**src/rtl/uart_cmd_parser_pkg.sv**
```systemverilog
// Shared types and ASCII constants for the UART command parser.
// Covers the character classes, command codes and parser states.
package uart_cmd_pkg;

    typedef enum logic [2:0] {
        CMD_R = 3'd0,
        CMD_W = 3'd1,
        CMD_A = 3'd2,
        CMD_S = 3'd3,
        CMD_T = 3'd6
    } cmd_e;

    typedef enum logic [2:0] {
        CLS_DIGIT,
        CLS_CMD,
        CLS_TERM,
        CLS_SPACE,
        CLS_OTHER
    } chr_class_e;

    typedef enum logic {
        IDLE,
        ACCUM
    } state_e;

    localparam logic [6:0] ASCII_0    = 7'h30;
    localparam logic [6:0] ASCII_9    = 7'h39;
    localparam logic [6:0] ASCII_LC_A = 7'h61;
    localparam logic [6:0] ASCII_LC_F = 7'h66;
    localparam logic [6:0] ASCII_A    = 7'h41;
    localparam logic [6:0] ASCII_E    = 7'h45;
    localparam logic [6:0] ASCII_R    = 7'h52;
    localparam logic [6:0] ASCII_S    = 7'h53;
    localparam logic [6:0] ASCII_T    = 7'h54;
    localparam logic [6:0] ASCII_W    = 7'h57;
    localparam logic [6:0] ASCII_SP   = 7'h20;
    localparam logic [6:0] ASCII_CR   = 7'h0D;
    localparam logic [6:0] ASCII_LF   = 7'h0A;

endpackage

```
**src/rtl/uart_cmd_parser_if.sv**
```systemverilog
// Output word channel of the command parser: valid/ack handshake plus
// the decoded command word.
interface uart_cmd_parser_if #(
    parameter int MAX_DIG = 8
);
    localparam int DATA_W = 4 * MAX_DIG;
    localparam int NDIG_W = $clog2(MAX_DIG + 1);

    logic              o_stb;
    logic              i_ack;
    logic [2:0]        o_cmd;
    logic [DATA_W-1:0] o_arg;
    logic [NDIG_W-1:0] o_ndig;
    logic              o_ovf;

    modport master (output o_stb, o_cmd, o_arg, o_ndig, o_ovf, input i_ack);
    modport slave  (input o_stb, o_cmd, o_arg, o_ndig, o_ovf, output i_ack);

endinterface

```
**src/rtl/uart_cmd_parser_classify.sv**
```systemverilog
// Combinational classifier for one 7-bit ASCII character: class,
// hex nibble value and command code.
module uart_ascii_classify
    import uart_cmd_pkg::*;
(
    input  logic [6:0]  chr,
    input  logic        term_on_nl,
    output chr_class_e  cls,
    output logic [3:0]  nibble,
    output logic [2:0]  cmd
);

    // Only lower-case hex letters are digits; upper-case letters are commands/terminator.
    always_comb begin
        cls    = CLS_OTHER;
        nibble = 4'h0;
        cmd    = CMD_R;
        if (chr >= ASCII_0 && chr <= ASCII_9) begin
            cls    = CLS_DIGIT;
            nibble = 4'(chr - ASCII_0);
        end else if (chr >= ASCII_LC_A && chr <= ASCII_LC_F) begin
            cls    = CLS_DIGIT;
            nibble = 4'(chr - ASCII_LC_A) + 4'd10;
        end else begin
            case (chr)
                ASCII_R: begin cls = CLS_CMD; cmd = CMD_R; end
                ASCII_W: begin cls = CLS_CMD; cmd = CMD_W; end
                ASCII_A: begin cls = CLS_CMD; cmd = CMD_A; end
                ASCII_S: begin cls = CLS_CMD; cmd = CMD_S; end
                ASCII_T: begin cls = CLS_CMD; cmd = CMD_T; end
                ASCII_E: cls = CLS_TERM;
                ASCII_CR, ASCII_LF: begin
                    if (term_on_nl) cls = CLS_TERM;
                end
                ASCII_SP: cls = CLS_SPACE;
                default: ;
            endcase
        end
    end

endmodule

```
**src/rtl/uart_cmd_parser.sv**
```systemverilog
// Parses <letter><hex digits><terminator> commands from a UART byte stream
// and presents each completed command on a valid/ack word channel.
module uart_cmd_parser
    import uart_cmd_pkg::*;
#(
    parameter int MAX_DIG     = 8,
    parameter int TIMEOUT_CYC = 0,
    parameter int TERM_ON_NL  = 1
) (
    input  logic               i_clk,
    input  logic               rst,
    input  logic               i_stb,
    input  logic [7:0]         i_data,
    uart_cmd_parser_if.master  bus,
    output logic               o_err_char,
    output logic               o_err_tmo,
    output logic               o_err_drop,
    output logic               o_busy
);

    localparam int DATA_W = 4 * MAX_DIG;
    localparam int NDIG_W = $clog2(MAX_DIG + 1);
    localparam int TMO_W  = $clog2(TIMEOUT_CYC + 2);

    chr_class_e        cls;
    logic [3:0]        nibble;
    logic [2:0]        chr_cmd;
    logic              unused_msb;

    state_e            state_q, state_d;
    logic [2:0]        cmd_q, cmd_d;
    logic [DATA_W-1:0] arg_q, arg_d;
    logic [NDIG_W-1:0] cnt_q, cnt_d;
    logic              ovf_q, ovf_d;
    logic [TMO_W-1:0]  idle_q, idle_d;
    logic              emit;
    logic              err_char_d, err_tmo_d;

    logic              stb_q;
    logic [2:0]        ocmd_q;
    logic [DATA_W-1:0] oarg_q;
    logic [NDIG_W-1:0] ondig_q;
    logic              oovf_q;
    logic              err_char_q, err_tmo_q, err_drop_q;

    assign unused_msb = i_data[7];

    uart_ascii_classify u_classify (
        .chr        (i_data[6:0]),
        .term_on_nl (TERM_ON_NL != 0),
        .cls        (cls),
        .nibble     (nibble),
        .cmd        (chr_cmd)
    );

    // Next-state and word accumulation; a received byte always takes priority over the timeout.
    always_comb begin
        state_d    = state_q;
        cmd_d      = cmd_q;
        arg_d      = arg_q;
        cnt_d      = cnt_q;
        ovf_d      = ovf_q;
        idle_d     = idle_q;
        emit       = 1'b0;
        err_char_d = 1'b0;
        err_tmo_d  = 1'b0;
        if (i_stb) begin
            idle_d = '0;
            case (state_q)
                IDLE: begin
                    case (cls)
                        CLS_CMD: begin
                            cmd_d   = chr_cmd;
                            arg_d   = '0;
                            cnt_d   = '0;
                            ovf_d   = 1'b0;
                            state_d = ACCUM;
                        end
                        CLS_DIGIT, CLS_OTHER: err_char_d = 1'b1;
                        default: ;
                    endcase
                end
                ACCUM: begin
                    case (cls)
                        CLS_DIGIT: begin
                            if (cnt_q < NDIG_W'(MAX_DIG)) begin
                                arg_d = (arg_q << 4) | DATA_W'(nibble);
                                cnt_d = cnt_q + NDIG_W'(1);
                            end else begin
                                ovf_d = 1'b1;
                            end
                        end
                        CLS_TERM: begin
                            emit    = 1'b1;
                            state_d = IDLE;
                        end
                        // A new command letter closes the current word and opens the next one.
                        CLS_CMD: begin
                            emit  = 1'b1;
                            cmd_d = chr_cmd;
                            arg_d = '0;
                            cnt_d = '0;
                            ovf_d = 1'b0;
                        end
                        CLS_OTHER: begin
                            err_char_d = 1'b1;
                            state_d    = IDLE;
                        end
                        default: ;
                    endcase
                end
                default: ;
            endcase
        end else if (TIMEOUT_CYC > 0 && state_q == ACCUM) begin
            idle_d = idle_q + TMO_W'(1);
            if (idle_d == TMO_W'(TIMEOUT_CYC)) begin
                err_tmo_d = 1'b1;
                idle_d    = '0;
                state_d   = IDLE;
            end
        end
    end

    always_ff @(posedge i_clk) begin
        if (rst) begin
            state_q <= IDLE;
            cmd_q   <= '0;
            arg_q   <= '0;
            cnt_q   <= '0;
            ovf_q   <= 1'b0;
            idle_q  <= '0;
        end else begin
            state_q <= state_d;
            cmd_q   <= cmd_d;
            arg_q   <= arg_d;
            cnt_q   <= cnt_d;
            ovf_q   <= ovf_d;
            idle_q  <= idle_d;
        end
    end

    // Output word register: a new word only replaces a held one when it is acked in the same cycle.
    always_ff @(posedge i_clk) begin
        if (rst) begin
            stb_q      <= 1'b0;
            ocmd_q     <= '0;
            oarg_q     <= '0;
            ondig_q    <= '0;
            oovf_q     <= 1'b0;
            err_char_q <= 1'b0;
            err_tmo_q  <= 1'b0;
            err_drop_q <= 1'b0;
        end else begin
            err_char_q <= err_char_d;
            err_tmo_q  <= err_tmo_d;
            err_drop_q <= 1'b0;
            if (emit) begin
                if (!stb_q || bus.i_ack) begin
                    stb_q   <= 1'b1;
                    ocmd_q  <= cmd_q;
                    oarg_q  <= arg_q;
                    ondig_q <= cnt_q;
                    oovf_q  <= ovf_q;
                end else begin
                    err_drop_q <= 1'b1;
                end
            end else if (stb_q && bus.i_ack) begin
                stb_q <= 1'b0;
            end
        end
    end

    assign bus.o_stb  = stb_q;
    assign bus.o_cmd  = ocmd_q;
    assign bus.o_arg  = oarg_q;
    assign bus.o_ndig = ondig_q;
    assign bus.o_ovf  = oovf_q;
    assign o_err_char = err_char_q;
    assign o_err_tmo  = err_tmo_q;
    assign o_err_drop = err_drop_q;
    assign o_busy     = (state_q == ACCUM);

endmodule

```
**src/flat_wrapper.sv**
```systemverilog
// flat-port wrapper written by rule: the top's interface ports become plain ports
module uart_cmd_parser_flat import uart_cmd_pkg::*;
#(
    parameter int MAX_DIG     = 8,
    parameter int TIMEOUT_CYC = 0,
    parameter int TERM_ON_NL  = 1
)
  (i_clk, rst, i_stb, i_data, o_err_char, o_err_tmo, o_err_drop, o_busy, bus_o_stb, bus_o_cmd, bus_o_arg, bus_o_ndig, bus_o_ovf, bus_i_ack);
  uart_cmd_parser_if #(.MAX_DIG(MAX_DIG)) bus_i ();
  input  logic i_clk;
  input  logic rst;
  input  logic i_stb;
  input  logic [7:0] i_data;
  output logic o_err_char;
  output logic o_err_tmo;
  output logic o_err_drop;
  output logic o_busy;
  output wire logic [$bits(bus_i.o_stb)-1:0] bus_o_stb;
  output wire logic [$bits(bus_i.o_cmd)-1:0] bus_o_cmd;
  output wire logic [$bits(bus_i.o_arg)-1:0] bus_o_arg;
  output wire logic [$bits(bus_i.o_ndig)-1:0] bus_o_ndig;
  output wire logic [$bits(bus_i.o_ovf)-1:0] bus_o_ovf;
  input wire logic [$bits(bus_i.i_ack)-1:0] bus_i_ack;
  assign bus_o_stb = bus_i.o_stb;
  assign bus_o_cmd = bus_i.o_cmd;
  assign bus_o_arg = bus_i.o_arg;
  assign bus_o_ndig = bus_i.o_ndig;
  assign bus_o_ovf = bus_i.o_ovf;
  assign bus_i.i_ack = bus_i_ack;
  uart_cmd_parser #(.MAX_DIG(MAX_DIG), .TIMEOUT_CYC(TIMEOUT_CYC), .TERM_ON_NL(TERM_ON_NL)) u_core (.i_clk(i_clk), .rst(rst), .i_stb(i_stb), .i_data(i_data), .bus(bus_i), .o_err_char(o_err_char), .o_err_tmo(o_err_tmo), .o_err_drop(o_err_drop), .o_busy(o_busy));
endmodule
```
**config.mk**
```make
export PLATFORM = sky130hd
export DESIGN_NAME = uart_cmd_parser_flat
export DESIGN_NICKNAME = d
export VERILOG_FILES = /design/src/rtl/uart_cmd_parser_pkg.sv /design/src/rtl/uart_cmd_parser_if.sv /design/src/rtl/uart_cmd_parser_classify.sv /design/src/rtl/uart_cmd_parser.sv /design/src/flat_wrapper.sv
export SDC_FILE = /design/constraint.sdc
export NUM_CORES = 1
export LEC_CHECK = 0
export BUFFER_PORTS_ARGS = -buffer_cell sky130_fd_sc_hd__buf_2
export CELL_PAD_IN_SITES_DETAIL_PLACEMENT = 1
export CELL_PAD_IN_SITES_GLOBAL_PLACEMENT = 1
export CORE_ASPECT_RATIO = 2
export CORE_UTILIZATION = 40
export CTS_BUF_LIST = sky130_fd_sc_hd__clkbuf_16
export CTS_CLUSTER_DIAMETER = 60
export DETAILED_ROUTE_END_ITERATION = 8
export GPL_TIMING_DRIVEN = 0
export PLACE_DENSITY_LB_ADDON = 0.1
export SYNTH_ARGS = -nofsm -noshare
export SYNTH_HDL_FRONTEND = slang
export SYNTH_HIERARCHICAL = 1
export SYNTH_SLANG_ARGS = --single-unit
```
**constraint.sdc**
```tcl
create_clock -name i_clk -period 4.9 [get_ports i_clk]
set_clock_uncertainty 0.05 [all_clocks]
set_input_delay 0 -clock i_clk [delete_from_list [all_inputs] [get_ports i_clk]]
set_output_delay 0 -clock i_clk [all_outputs]
set_load 0.01 [all_outputs]
```
Word level (Yosys, flattened, before mapping)
Cells that the tools add are included.

storage, ports and cells
  bits in registers = 84
  output and inout port bits = 45

cells by class
  add/subtract/negate cells = 4
  $lt $le $gt $ge = 5
  eq/ne operators = 17
  multiplexer cells = 34
  bitwise logic cells = 4
  reductions and logical operators = 19

operators by type and width
  cell                                                               number
  one-hot mux 32 bit (2 select lines)                                2
  two-way mux 32 bit                                                 2
  equality test 7 bit, second input constant                         6
  bitwise OR 32 x 4 -> 32 bit                                        1
  two-way mux 4 bit                                                  4
  one-hot mux 4 bit (2 select lines)                                 2
  two-way mux 3 bit                                                  5
  equality test 7 x 4 -> 1 bit, second input constant                2
  two-way mux 1 bit                                                  13
  one-hot mux 3 bit (4 select lines)                                 1
  OR reduction 2 bit                                                 5
  inequality test 3 bit, second input constant                       3
  one-hot mux 3 bit (3 select lines)                                 1
  one-hot mux 1 bit (2 select lines)                                 4
  AND reduction 4 bit                                                2
  subtractor 4 x 1 -> 4 bit, second input constant                   2
  equality test 7 x 6 -> 1 bit, second input constant                1
  greater-or-equal comparator 7 x 6 -> 1 bit, second input constant  1
  greater-or-equal comparator 7 bit, second input constant           1
  less-or-equal comparator 7 x 6 -> 1 bit, second input constant     1
  less-or-equal comparator 7 bit, second input constant              1
  AND reduction 2 bit                                                3
  OR reduction 5 bit                                                 1
  adder 4 x 1 -> 4 bit, second input constant                        1
  other kinds (14)                                                   18

Longest topological paths before layout
  depth after elaboration = 12
  gate-level depth with buffers = 12
  mapped depth without buffers = 9

By module
Netlist, hierarchy kept.

modules (own cells, without submodules)
  module               times used  cells an instance  area each (um2)
  uart_cmd_parser      1           310                3,325.7
  uart_ascii_classify  1           44                 324.1

Worst setup path before layout
No wires, ideal clock.

  path type = input to register
  from = input i_data[1]
  to = register u_core.oarg_q[0] (netlist: u_core/bus.o_arg[0])
  data arrival time = 2,153 ps
  data required time = 4,729 ps
  path slack = 2,577 ps
  stages on the path = 10
  path buffers = 2
  cells stage by stage = inv_1 ha_1 nor4_2 a311oi_2 nor4b_1 and2b_4 and4_1 buf_6 buf_12 mux2i_1

on the way
  longest elaborated chain between the ends = 11
  elaborated cells between the ends (all ways) = 27
  classes of those cells = order compare (4); eq/ne (11); mux (6); reduce/logical (6)

RTL lines
  element                                                                       RTL line                        RTL
  start: declaration                                                            flat_wrapper.sv:13              input logic [7:0] i_data;
  equality test 7 bit or equality test 7 x 4 -> 1 bit (tied branches)           uart_cmd_parser_classify.sv:25  case (chr)
  OR reduction 5 bit (no line) or OR reduction 3 bit (tied branches)            --
  one-hot mux 3 bit (3 select lines)                                            uart_cmd_parser_classify.sv:25
  two-way mux 3 bit                                                             uart_cmd_parser_classify.sv:21  end else if (chr >= ASCII_LC_A && chr <= ASCII_LC_F) begin
  two-way mux 3 bit *                                                           uart_cmd_parser_classify.sv:18  if (chr >= ASCII_0 && chr <= ASCII_9) begin
  net u_core.cls[2]                                                             uart_cmd_parser.sv:25           chr_class_e cls;
  equality test 3 x 1 -> 1 bit or equality test 3 x 2 -> 1 bit (tied branches)  uart_cmd_parser.sv:84           case (cls)
  OR reduction 2 bit (no line) *                                                --
  two-way mux 1 bit *                                                           uart_cmd_parser.sv:84
  two-way mux 1 bit *                                                           uart_cmd_parser.sv:69           case (state_q)
  two-way mux 1 bit *                                                           uart_cmd_parser.sv:67           if (i_stb) begin
  AND reduction 2 bit (no line) *                                               --
  end signal: assignment                                                        uart_cmd_parser.sv:161          oarg_q <= arg_q;
  end: declaration                                                              uart_cmd_parser.sv:41           logic [DATA_W-1:0] oarg_q;

Mark *: on every way through the listed nets, which the timed path passes. The rest lies on a longest branch.
A chain may end at the register's enable or synchronous reset.

Final worst setup path
  from = input i_data[1]
  to = register u_core.arg_q[4]

on the way
  longest elaborated chain between the ends = 8
  elaborated cells between the ends (all ways) = 28
  classes of those cells = order compare (4); eq/ne (13); mux (5); reduce/logical (6)

RTL lines
  element                                                                     RTL line                                      RTL
  equality test 7 bit or equality test 7 x 4 -> 1 bit (tied branches)         uart_cmd_parser_classify.sv:25
  OR reduction 5 bit (no line) or OR reduction 3 bit (tied branches)          --
  one-hot mux 3 bit (3 select lines)                                          uart_cmd_parser_classify.sv:25
  two-way mux 3 bit                                                           uart_cmd_parser_classify.sv:21
  two-way mux 3 bit *                                                         uart_cmd_parser_classify.sv:18
  net u_core.cls[2]                                                           uart_cmd_parser.sv:25
  equality test 3 x 1 -> 1 bit or zero test 3 bit (tied branches)             uart_cmd_parser.sv:71, uart_cmd_parser.sv:84
  one-hot mux 32 bit (2 select lines), or another cell as far along           uart_cmd_parser.sv:84
  one-hot mux 32 bit (2 select lines) or AND reduction 4 bit (tied branches)  --
  end signal: assignment                                                      uart_cmd_parser.sv:135                        arg_q <= arg_d;
  end: declaration                                                            uart_cmd_parser.sv:32                         logic [DATA_W-1:0] arg_q, arg_d;

Marks and branches as above.

==> metrics.cfg <==
[synth]
netlist_area_sq_um=3650
netlist_top_cells_count=dfxtp_1, nand2b_1, mux2i_1, o22ai_1, clkbuf_1
avgSynthCellArea_sq_um=10.3
netlist_top_cells_area=dfxtp_1, nand2b_1, mux2i_1
ys_async_sr_fraction_pct=0
yosys_register_bits=84
synth.net_count=371
commonest_register_cell_after_synthesis=dfxtp_1
synth-edff-count=0
unique_cell_type_count_in_the_yosys_netlist=53
proportion_of_synthesized_chip_area_in_sequential_cells_pct=46.1
netlist_instances=354
synth_top_area_share_pct=46.1
synthDominantAreaCellType=dfxtp_1
yosys_warnings=6

[floorplanning]
die_height_um=137
initial_core_util_pct=40.8
die_w_um=69.5
num_rows=49
floorplan.die_area_sq_um=9530
io_pins=57
placeableCoreArea_sq_um=8950

[cts]
clock_pin_slew_of_the_registers_on_the_worst_case_setup_and_hold_paths_ns=0.06
htree_num_levels=3
tritoncts=done
post_cts_resize_count=0
clk_latency_ns=0.33
clock_tree.buffer_depth=2
clockRootBuffer=clkbuf_16
cts-buffers-inserted=9
tritoncts_num_sinks=84
post-cts-setup-buffer-count=0

[power]
pwr_density_cell_nw_per_um2=309
vdd_ir_drop_max_v=0.000212
power.total_mw=1.33
power.static_leakage_nw=1.75

[global_route]
grt_pass1_vias=2852
grt_first_pass_wirelength_um=14000
grt_max_degree=14
gr-total-overflow=0
antenna_found_initial=0
combined_global_route_utilization_of_all_metal_layers_pct=19.2

[drt]
final_wirelength_um=8560
detailedRoute.firstPassIterationCount=4
postRouteAntennaNets=0
viasPerCell=5.28
dr_total_vias=2773
avgRoutedWirePerCell_um=16.3
drc_errors=0
first_iter_violations=104

[sta]
grt_setup_unrepaired=false
worst_slew_pin_slew_ns=0.983
slew_violations=0
final_hold_viol_count=0
final.min_clock_period_ns=2.75
setup_viol_count_final=0
maxSlewHeadroom_pct=33.5
fin_tns_setup_ns=0
timing.fmax_mhz=363
share_of_the_cycle_needed_by_the_critical_path_after_routing_pct=56.2

[run]
maxCapViolations=0

[critical_path]
start_kind=input port
worst-path-max-fanout=10
critical_path_required_ns=5.05
cpMaxStageDelayCell=nor4b_1
critical_path.cell_chain=buf_2, inv_1, ha_1, nor4_2, a311oi_2, nor4b_1, and2b_4, nand4_1, buf_2, o22ai_1
criticalPathCategory=in2reg
setup.worst_path.end_class=flip-flop
max_stage_delay_ns=0.88
path_common_cell=buf_2
timing.critical_path.arrival_ns=2.90

[finish]
nets=435
fillCellCount=1052
final_layout_size_suffix_gt1_share_pct=22.0
postLayoutCoreUtil_pct=48.1
layout-area-overhead-vs-synth_pct=18.0
antennaDiodeCount=0

[worst_hold_path]
worstHoldPathType=in2reg

[placement]
final_hpwl_dp_um=6510
gp_routability_congestion=0.768
io_buffer_count=52

[outcome]
outcome=finished clean

flip-flops by register name, summed over array words and instances, names as in the netlist, 3 cells and up:
register and cells:
u_core/bus.o_cmd 3, u_core/bus.o_arg 32, u_core/arg_q 32, u_core/cnt_q 4, u_core/bus.o_ndig 4, u_core/cmd_q 3
placed cells by master, fill, tap and decap left out, types with 2 or more instances in the layout:
cell        Yosys  routed
buf_6           5       5
nor2_1          7       7
nand3_1         4       4
buf_2           5      57
dfxtp_1        84      84
conb_1          2       2
nor2b_1         2       2
a21oi_1         7       7
clkinv_1        0       3
nor3_1          3       3
and3_1          2       2
ha_1            5       5
o32ai_1         5       5
clkbuf_1       10      10
buf_4           3       3
clkbuf_16       0       9
nand2b_1       84      84
nand2_1         6       6
clkinvlp_4      0       2
o22ai_1        30      30
nor4b_1         3       3
buf_12          2       2
inv_1           9      10
o21bai_1        2       2
mux2i_1        43      43
layout make-up:
type / instances / area [sq um] / area share, %
multi-input cells: 236 / 1750 / 40.7
flip-flops and latches: 84 / 1680 / 39.0
repair buffers: 53 / 270 / 6.27
clock buffers: 9 / 225 / 5.23
plain buffers: 25 / 181 / 4.21
well taps: 102 / 128 / 2.96
clock inverters: 7 / 35.0 / 0.813
inverters: 9 / 33.8 / 0.784
cell families (layout without fill, tap and decap cells):
logic type | Yosys count | after routing | synth area share, %
buffers and inverters | 34 | 103 | 5.90
adder cells (fa/ha/maj) | 5 | 5 | 1.71
XOR/XNOR | 1 | 1 | 0.446
AND/OR/NAND/NOR | 130 | 130 | 23.1
multiplexers | 44 | 44 | 12.1
flip-flops | 84 | 84 | 46.1
other | 2 | 2 | 0.206
AO/OA/AOI/OAI | 54 | 54 | 10.5
repair_timing:
action / CTS / global route
endpoints found under the setup margin: 0 / 0
hold buffers: 1 / 0
endpoints found under the hold margin: 3 / 0
metal layers:
layer	track usage (%)	up-vias	wire (um)
met5	0	-	0
met4	7.71	0	188
met3	4.57	11	195
met2	38.2	41	5000
met1	18.3	1352	3180
li1	-	1369	-
stage by stage:
stage / cell area (sq um) / instances / setup slack [ns] / hold slack, ns
3_3_place_gp: 4040 / 508 / 1.85 / 0.275
5_1_grt: 4310 / 525 / 1.74 / 0.0389
3_5_place_dp: 4040 / 508 / 1.79 / 0.279
6_report: 4310 / 525 / 2.15 / 0.0144
2_1_floorplan: 3650 / 354 / 2.58 / 0.229
4_1_cts: 4310 / 525 / 2.08 / 0.0179
critical path: cells and delay by family:
kind	cells	cell delay [ns]
AOI/OAI and AO/OA	2	0.26
buffers and inverters	3	0.55
and+or+nand+nor	4	1.83
adders and majority gates	1	0.25
power by group:
| group | switching [mW] | internal [mW] |
|---|---|---|
| registers | 0.000159 | 0.683 |
| logic | 0.0305 | 0.0252 |
| clock network | 0.259 | 0.335 |
| total | 0.290 | 1.04 |
final timing paths:
| path | startpoint | to | slack [ns] | cells after the start |
|---|---|---|---|---|
| worst max-delay path | i_data[1] | u_core/arg_q[4] | 2.15 | 10 |
| worst min-delay path | bus_i_ack | u_core/o_err_drop | 0.01 | 3 |
| worst max register to register | u_core/o_busy | u_core/arg_q[18] | 3.28 | 4 |
| worst min register to register | u_core/bus.o_arg[7] | u_core/bus.o_arg[7] | 0.42 | 2 |
No activity file was read; power rests on OpenSTA's default activity.
